[config.mk]
export PLATFORM = sky130hd
export DESIGN_NAME = arcade_input_cond
export DESIGN_NICKNAME = d
export VERILOG_FILES = /design/src/rtl/arcade_input_cond.sv
export SDC_FILE = /design/constraint.sdc
export NUM_CORES = 1
export LEC_CHECK = 0
export BUFFER_PORTS_ARGS = -buffer_cell sky130_fd_sc_hd__buf_2
export CAP_MARGIN = 30
export CELL_PAD_IN_SITES_DETAIL_PLACEMENT = 2
export CELL_PAD_IN_SITES_GLOBAL_PLACEMENT = 2
export CORE_MARGIN = 5
export CORE_UTILIZATION = 37
export CTS_BUF_LIST = sky130_fd_sc_hd__clkbuf_16
export CTS_CLUSTER_DIAMETER = 120
export CTS_CLUSTER_SIZE = 10
export DETAILED_ROUTE_END_ITERATION = 12
export PLACE_DENSITY = 0.88
export SLEW_MARGIN = 20
export SYNTH_ARGS = -nofsm -noshare
export SYNTH_HDL_FRONTEND = slang
export SYNTH_SLANG_ARGS = --single-unit
[constraint.sdc]
create_clock -name clk_sys -period 13.2 [get_ports clk_sys]
set_input_delay 1.32 -clock clk_sys [delete_from_list [all_inputs] [get_ports clk_sys]]
set_output_delay 1.32 -clock clk_sys [all_outputs]
set_load 0.05 [all_outputs]
[src/rtl/arcade_input_cond.sv]
// Player-input conditioner: registers and debounces joystick words, optionally merges
// players, resolves opposing directions, and shapes coin edges into queued fixed pulses.
module arcade_input_cond #(
  parameter int PLAYERS   = 2,
  parameter int WIDTH     = 16,
  parameter int COIN_BIT  = 10,
  parameter int DEB_TICKS = 4,
  parameter int COIN_ON   = 8,
  parameter int COIN_OFF  = 8,
  parameter int CNT_W     = 8
) (
  input  logic                     clk_sys,
  input  logic                     reset,
  input  logic                     tick,
  input  logic                     merge,
  input  logic                     socd_last,
  input  logic [PLAYERS*WIDTH-1:0] joy_in,
  output logic [PLAYERS*WIDTH-1:0] joy_out,
  output logic [PLAYERS-1:0]       coin,
  output logic                     coin_busy,
  output logic [2*PLAYERS-1:0]     coin_state_dbg
);

  localparam int NB = PLAYERS * WIDTH;

  typedef enum logic [1:0] {
    C_IDLE = 2'd0,
    C_ON   = 2'd1,
    C_OFF  = 2'd2
  } coin_state_t;

  logic [NB-1:0]      a_q;
  logic [NB-1:0]      d_q;
  logic [WIDTH-1:0]   v_or;
  logic [PLAYERS-1:0] busy_vec;

  always_ff @(posedge clk_sys or posedge reset) begin
    if (reset) a_q <= '0;
    else       a_q <= joy_in;
  end

  generate
    if (DEB_TICKS == 0) begin : g_nodeb
      logic [NB-1:0] d_reg;
      always_ff @(posedge clk_sys or posedge reset) begin
        if (reset) d_reg <= '0;
        else       d_reg <= a_q;
      end
      assign d_q = d_reg;
    end else begin : g_deb
      for (genvar b = 0; b < NB; b++) begin : g_bit
        logic             d_bit;
        logic [CNT_W-1:0] cnt;
        // The counter only advances while the registered input disagrees with the stable bit.
        always_ff @(posedge clk_sys or posedge reset) begin
          if (reset) begin
            d_bit <= 1'b0;
            cnt   <= '0;
          end else if (a_q[b] == d_bit) begin
            cnt <= '0;
          end else if (tick) begin
            if (cnt == CNT_W'(DEB_TICKS - 1)) begin
              d_bit <= a_q[b];
              cnt   <= '0;
            end else begin
              cnt <= cnt + 1'b1;
            end
          end
        end
        assign d_q[b] = d_bit;
      end
    end
  endgenerate

  always_comb begin
    v_or = '0;
    for (int p = 0; p < PLAYERS; p++) v_or = v_or | d_q[p*WIDTH +: WIDTH];
  end

  generate
    for (genvar p = 0; p < PLAYERS; p++) begin : g_pl
      logic [WIDTH-1:0] vp;
      logic [WIDTH-1:0] socd_w;
      logic [WIDTH-1:0] out_q;
      logic [7:0]       prev_q;
      logic [3:0]       last_hi_q;
      logic [3:0]       last_hi_nxt;
      logic             coin_prev_q;
      logic             edge_q;
      coin_state_t      state_q;
      coin_state_t      state_nxt;
      logic [CNT_W-1:0] cnt_q;
      logic [CNT_W-1:0] cnt_nxt;
      logic [1:0]       pend_q;
      logic [1:0]       pend_nxt;

      assign vp = merge ? v_or : d_q[p*WIDTH +: WIDTH];

      // last_hi_nxt[k] = 1 when the odd bit of pair k rose most recently; the even bit wins ties.
      always_comb begin
        socd_w      = vp;
        last_hi_nxt = last_hi_q;
        for (int k = 0; k < 4; k++) begin
          if (vp[2*k] & ~prev_q[2*k])          last_hi_nxt[k] = 1'b0;
          else if (vp[2*k+1] & ~prev_q[2*k+1]) last_hi_nxt[k] = 1'b1;
          if (vp[2*k] & vp[2*k+1]) begin
            if (!socd_last) begin
              socd_w[2*k]   = 1'b0;
              socd_w[2*k+1] = 1'b0;
            end else if (last_hi_nxt[k]) begin
              socd_w[2*k]   = 1'b0;
            end else begin
              socd_w[2*k+1] = 1'b0;
            end
          end
        end
        socd_w[COIN_BIT] = 1'b0;
      end

      always_ff @(posedge clk_sys or posedge reset) begin
        if (reset) begin
          out_q       <= '0;
          prev_q      <= '0;
          last_hi_q   <= '0;
          coin_prev_q <= 1'b0;
          edge_q      <= 1'b0;
        end else begin
          out_q       <= socd_w;
          prev_q      <= vp[7:0];
          last_hi_q   <= last_hi_nxt;
          coin_prev_q <= vp[COIN_BIT];
          edge_q      <= vp[COIN_BIT] & ~coin_prev_q;
        end
      end

      always_ff @(posedge clk_sys or posedge reset) begin
        if (reset) begin
          state_q <= C_IDLE;
          cnt_q   <= '0;
          pend_q  <= '0;
        end else begin
          state_q <= state_nxt;
          cnt_q   <= cnt_nxt;
          pend_q  <= pend_nxt;
        end
      end

      // Edges seen outside IDLE become credits; an edge landing on OFF->IDLE is kept as a credit too.
      always_comb begin
        state_nxt = state_q;
        cnt_nxt   = cnt_q;
        pend_nxt  = pend_q;
        case (state_q)
          C_IDLE: begin
            if (edge_q || (pend_q != 2'd0)) begin
              state_nxt = C_ON;
              cnt_nxt   = '0;
              if (!edge_q) pend_nxt = pend_q - 1'b1;
            end
          end
          C_ON: begin
            if (edge_q && (pend_q != 2'd3)) pend_nxt = pend_q + 1'b1;
            if (tick) begin
              if (cnt_q == CNT_W'(COIN_ON - 1)) begin
                state_nxt = C_OFF;
                cnt_nxt   = '0;
              end else begin
                cnt_nxt = cnt_q + 1'b1;
              end
            end
          end
          C_OFF: begin
            if (edge_q && (pend_q != 2'd3)) pend_nxt = pend_q + 1'b1;
            if (tick) begin
              if (cnt_q == CNT_W'(COIN_OFF - 1)) begin
                cnt_nxt = '0;
                if (pend_q != 2'd0) begin
                  state_nxt = C_ON;
                  pend_nxt  = pend_nxt - 1'b1;
                end else begin
                  state_nxt = C_IDLE;
                end
              end else begin
                cnt_nxt = cnt_q + 1'b1;
              end
            end
          end
          default: state_nxt = C_IDLE;
        endcase
      end

      always_comb begin
        coin[p]     = (state_q == C_ON);
        busy_vec[p] = (state_q != C_IDLE) || (pend_q != 2'd0);
      end

      assign joy_out[p*WIDTH +: WIDTH] = out_q;
      assign coin_state_dbg[2*p +: 2]  = state_q;
    end
  endgenerate

  assign coin_busy = |busy_vec;

endmodule

# Word-level counts from Yosys, hierarchy flattened
# Index checks and enable logic that the tools add are counted.
dict set report totals {
  register_bits 402
  output_inout_bits 39
}
dict set report op_classes {
  addsub 40
  eq_ne 86
  mux 184
  bitwise_logic 77
  n_reduce_logical 89
}
# op n
set ops {}
lappend ops {{2-to-1 mux 8 bit} 102}
lappend ops {{adder 8 x 1 -> 8 bit (second input constant)} 34}
lappend ops {{== test 8 x 2 -> 1 bit (second input constant)} 32}
lappend ops {{AND reduction 3 bit} 36}
lappend ops {{2-to-1 mux 2 bit} 40}
lappend ops {{nonzero test 2 bit} 38}
lappend ops {{NOT 1 bit} 50}
lappend ops {{2-to-1 mux 1 bit} 34}
lappend ops {{== test 1 bit} 32}
lappend ops {{2-to-1 mux 16 bit} 2}
lappend ops {{one-hot mux 8 bit (2 select lines)} 2}
lappend ops {{AND 1 bit} 26}
lappend ops {{!= test 2 bit (second input constant)} 12}
lappend ops {{one-hot mux 2 bit (3 select lines)} 4}
lappend ops {{== test 8 x 3 -> 1 bit (second input constant)} 2}
lappend ops {{bitwise OR 16 bit} 1}
lappend ops {{AND reduction 5 bit} 2}
lappend ops {{!= test 2 x 1 -> 1 bit (second input constant)} 4}
lappend ops {{subtractor 2 x 1 -> 2 bit (second input constant)} 4}
lappend ops {{nonzero test 3 bit} 2}
lappend ops {{OR reduction 2 bit} 3}
lappend ops {{adder 2 x 1 -> 2 bit (second input constant)} 2}
lappend ops {{== test 2 x 1 -> 1 bit (second input constant)} 2}
lappend ops {{== test 2 bit (second input constant)} 2}
lappend ops {{3 further kinds} 8}

# Longest topological paths before layout
dict set report logic_depth {
  depth_word 9
  ltp_mapped 8
}

# Least setup slack after synthesis
# OpenSTA, ideal clock, no wires.
dict set report synth_timing {
  path_type {flip-flop to output port}
  from {register g_pl[0].state_q[0]}
  to {output coin_busy}
  arrival_time_ps 1503
  required_time_ps 11880
  path_slack_ps 10377
  stages_incl_launch_ff 4
  path_cell_list {dfrtp_1 > inv_1 > ha_1 > nand4_1}
}
dict set report synth_via {
  elab_chain_cells 3
}
# element line
set synth_lines {}
lappend synth_lines {{start, declared} 90} ;# coin_state_t state_q;
lappend synth_lines {{start signal, assigned} 142} ;# state_q <= state_nxt;
lappend synth_lines {{nonzero test 2 bit} 194} ;# busy_vec[p] = (state_q != C_IDLE) || (pend_q != 2'd0);
lappend synth_lines {{logical OR 1 bit} 194}
lappend synth_lines {{OR reduction 2 bit} 202} ;# assign coin_busy = |busy_vec;
lappend synth_lines {{end, declared} 20} ;# output logic coin_busy,
# Every way passes these cells.

# Worst setup path after layout
# Same ends and word-level chain as after synthesis.

==> impl_results.rst <==
.. list-table::
   :header-rows: 1

   * - Metric
     - Value
   * - Number of pins exceeding their max-slew limit in the final report
     - 0
   * - Worst supply voltage drop on vdd
     - 0.1323 mV
   * - CP Depth
     - 4
   * - Cells along the critical path
     - inv_1 > ha_1 > nand4_1 > buf_2
   * - Vias in the first global route
     - between 15000 and 20000
   * - PD cells
     - 186.8 nW/um^2
   * - Setup tns final
     - 0 ps
   * - Slew at the pin closest to its max-slew limit
     - 1020 ps
   * - End of the worst register-to-register path
     - g_deb.g_bit[9].cnt[5]
   * - HP Start
     - g_pl[1].coin_prev_q
   * - Area growth, synth to finish
     - 11.54%
   * - Sort of element at the end of the critical path
     - output port
   * - TritonCTS clock tree
     - yes
   * - Overall die area
     - around 58000 um^2
   * - Setup Crit Path Kind
     - register to output port
   * - Post-CTS Resized
     - 0
   * - Worst setup margin
     - 10050 ps
   * - Top fanout value on the critical path
     - 5
   * - Maximum frequency from static timing analysis
     - around 0.32 GHz
   * - Final cycle utilization of the critical path
     - 0.2390
   * - Maximum number of pins on one net before global-route repair
     - 123
   * - Number of core rows
     - 84
   * - Required time at the worst-slack endpoint
     - around 12000 ps
   * - Post-layout nets
     - between 2000 and 2500
   * - Mean instance size in the synthesized netlist
     - 9.919 um^2
   * - Post-synth top area share
     - 0.5114
   * - Worst setup slack after placement
     - approximately 9400 ps
   * - Number of vias in the routed layout
     - ~16000
   * - Clk slew on worst S/H paths
     - 60 ps
   * - Leakage power
     - 9.983 nW
   * - Share of layout cells above drive strength 1
     - 0.1018
   * - Cell with the largest stage delay on the worst path
     - dfrtp_1
   * - Post-DP HPWL
     - 36.44 mm
   * - Avg WL per Cell
     - slightly above 20 um
   * - Number of buffers inserted during clock tree synthesis
     - 46
   * - RSZ-0062 raised after global routing
     - no
   * - Global-route wire length before repair
     - ~93 mm
   * - Die Height
     - 240.6 um
   * - Core area
     - 52660 um^2
   * - Cts-stage hold buffer count
     - 0
   * - Family of cells with the greatest summed delay on the critical path
     - flip-flops
   * - Final setup vio count
     - 0
   * - Number of cell instances on the worst register-to-register path
     - 6
   * - Buffer count from post-CTS setup fixing
     - 0
   * - Distinct cell type count after synthesis
     - 62
   * - Final design instance area without fill
     - roughly 22000 um^2
   * - DRC marker count from the first detailed-route iteration
     - between 600 and 700
   * - Total routed wirelength
     - between 50 and 60 mm
   * - Top-count cell post-synth
     - dfrtp_1
   * - Fin Clk Skew
     - 17.34 ps
   * - Starting Density
     - 0.3736
   * - Drc violations
     - 0
   * - Die width
     - 240.6 um
   * - Root Buffer
     - clkbuf_16
   * - Worst-Skew Late Latency
     - about 590 ps
   * - Number of antenna violations at the first check in global routing
     - 1
   * - Hold Path Sink
     - g_pl[1].edge_q
   * - I/O pin total
     - 76
   * - EDFF count, synth
     - 0
   * - Area of placed instances
     - around 21000 um^2
   * - Via-to-Cell Ratio
     - roughly 5.7
   * - Biggest cell delay along the critical path
     - 430 ps
   * - Cell count after placement
     - roughly 2700
   * - Result of the run
     - finished clean
   * - Library cell occupying the most area in the post-synthesis netlist
     - dfrtp_1
   * - MaxCap Viol Count
     - 0
   * - Number of input and output port buffers inserted
     - 73
   * - Count of placed standard cells in the final layout, fillers left out
     - 2732
   * - Count of TritonRoute iterations in the first routing pass
     - 4
   * - Fraction of the yosys area taken by sequential cells
     - 0.5114
   * - Summed instance area of the synthesized netlist
     - around 20000 um^2
   * - Hold crit path type
     - register to register
   * - Yosys reg bits
     - ~400
   * - Critical path buffers and inverters
     - 2
   * - Post-synthesis async set-or-reset flop share
     - 1.000
   * - Worst reg2reg path startpoint
     - g_deb.g_bit[9].cnt[0]
   * - Hold path cells
     - 1
   * - Total routing resource utilization after global routing
     - 0.1933
   * - Worst hold slack after final layout
     - about 400 ps
   * - Data arrival at the endpoint of the critical path
     - about 1800 ps
   * - Count of endpoints failing hold in the final timing report
     - 0
   * - Post-detailed-route count of antenna-violating nets
     - 0
   * - Max-Slew Margin vs Limit
     - 0.3202
   * - Launching element type of the critical path
     - register
   * - Overflow left after global routing
     - 0
   * - Depth of the CTS H-tree
     - 2
   * - Buffer levels on the longest clock path
     - 3
   * - Ranking of synthesized cells by instance count
     - dfrtp_1, o21ai_0, nand2_1, nor2_1, nand3_1
   * - Cell types with the largest area share after synthesis
     - dfrtp_1, o21ai_0, nand2_1, nor2_1, ha_1
   * - Minimum setup slack among reg-to-reg paths
     - 10630 ps
   * - Number of sinks driven by the clock tree
     - 402
   * - Synthesized instance count
     - 1983
   * - Final period demand of the worst path
     - ~3200 ps
   * - Ys flop type
     - dfrtp_1
   * - Routability congestion estimate
     - 0.7773
   * - Synthesis warning total
     - 0
-- where the power goes --
part / total [mW] / switching [mW] / internal, mW
combinational: 1.28 / 0.857 / 0.421
sequential: 1.68 / 0.215 / 1.47
clock: 1.14 / 0.519 / 0.621
total: 4.10 / 1.59 / 2.51
-- metal layers --
layer,part of all wire,track usage,up-vias
met2,0.53,0.3658,187
met4,0.020,0.04711,0
met5,0,0,-
li1,-,-,7184
met1,0.42,0.2262,8086
met3,0.033,0.03520,94
-- sequential cells by signal, summed over array words and instances (netlist names), 4 cells and up --
signal / cells
g_deb.g_bit.d_bit: 32
g_pl.cnt_q: 16
g_pl.pend_q: 4
g_pl.state_q: 4
g_pl.out_q: 30
a_q: 32
g_deb.g_bit.cnt: 256
g_pl.last_hi_q: 8
g_pl.prev_q: 16
-- metrics by stage --
| stage | util | total power, mW |
|---|---|---|
| detailed placement | 0.3916 | 2.952 |
| floorplan | - | 2.589 |
| CTS | 0.4147 | 4.148 |
| global placement | 0.3911 | 2.811 |
| global route | 0.4166 | 4.353 |
| finish | 0.4167 | 4.098 |
-- logic make-up after synthesis --
logic type      Yosys count  share of synthesized area
buf+inv                 133                    0.02958
fa+ha+maj                47                    0.02990
simple gates            721                     0.1897
mux                      44                    0.02474
other cells               1                  0.0001906
flops                   402                     0.5114
xor+xnor                 72                    0.03206
compound gates          563                     0.1824
-- cell type report --
class,instances,area [um^2]
timing repair buffer,84,543.0
sequential,402,10060
antenna,1,2.502
multi-input combinational,1449,9032
clock inverter,4,65.06
tap,688,860.8
fill,5572,30720
clock buffer,46,1151
inverter,58,225.2
-- placed cells by master (no fill, tap or decap), types with 5 or more instances in the layout --
cell type,Yosys,final
a211o_1,5,5
a21o_1,27,27
a21oi_1,39,39
a22o_1,15,15
a31oi_1,15,15
and2_1,27,27
and3_1,64,64
buf_2,25,72
buf_4,9,7
clkbuf_16,0,46
dfrtp_1,402,402
ha_1,47,47
inv_1,57,56
mux2_2,35,35
mux2i_1,7,7
nand2_1,179,179
nand2b_1,42,42
nand3_1,80,80
nor2_1,158,158
nor2b_1,47,47
nor3_1,28,28
nor3b_1,10,10
nor4b_1,5,5
o211ai_1,6,6
o211ai_2,16,16
o21a_1,6,6
o21ai_0,242,242
o21ai_1,60,60
o21ba_2,5,5
o22a_1,8,8
o31ai_1,62,62
o41ai_1,42,42
or3_1,23,23
or4b_1,26,26
xnor2_1,35,35
xor2_1,37,37
-- how the worst max path moves through the flow --
| stage | from | slack (ps) | to |
|---|---|---|---|
| after CTS | g_pl[0].state_q[0] | 9980 | coin_busy |
| after floorplan | reset | 700 | a_q[0] |
| after detailed placement | reset | 9450 | g_deb.g_bit[15].cnt[7] |
| final | g_pl[0].state_q[0] | 10050 | coin_busy |
| after global routing | g_pl[1].pend_q[0] | 9910 | coin_busy |
| after global placement | reset | 9140 | g_pl[0].out_q[15] |
No activity file was read; power rests on OpenSTA's default activity.
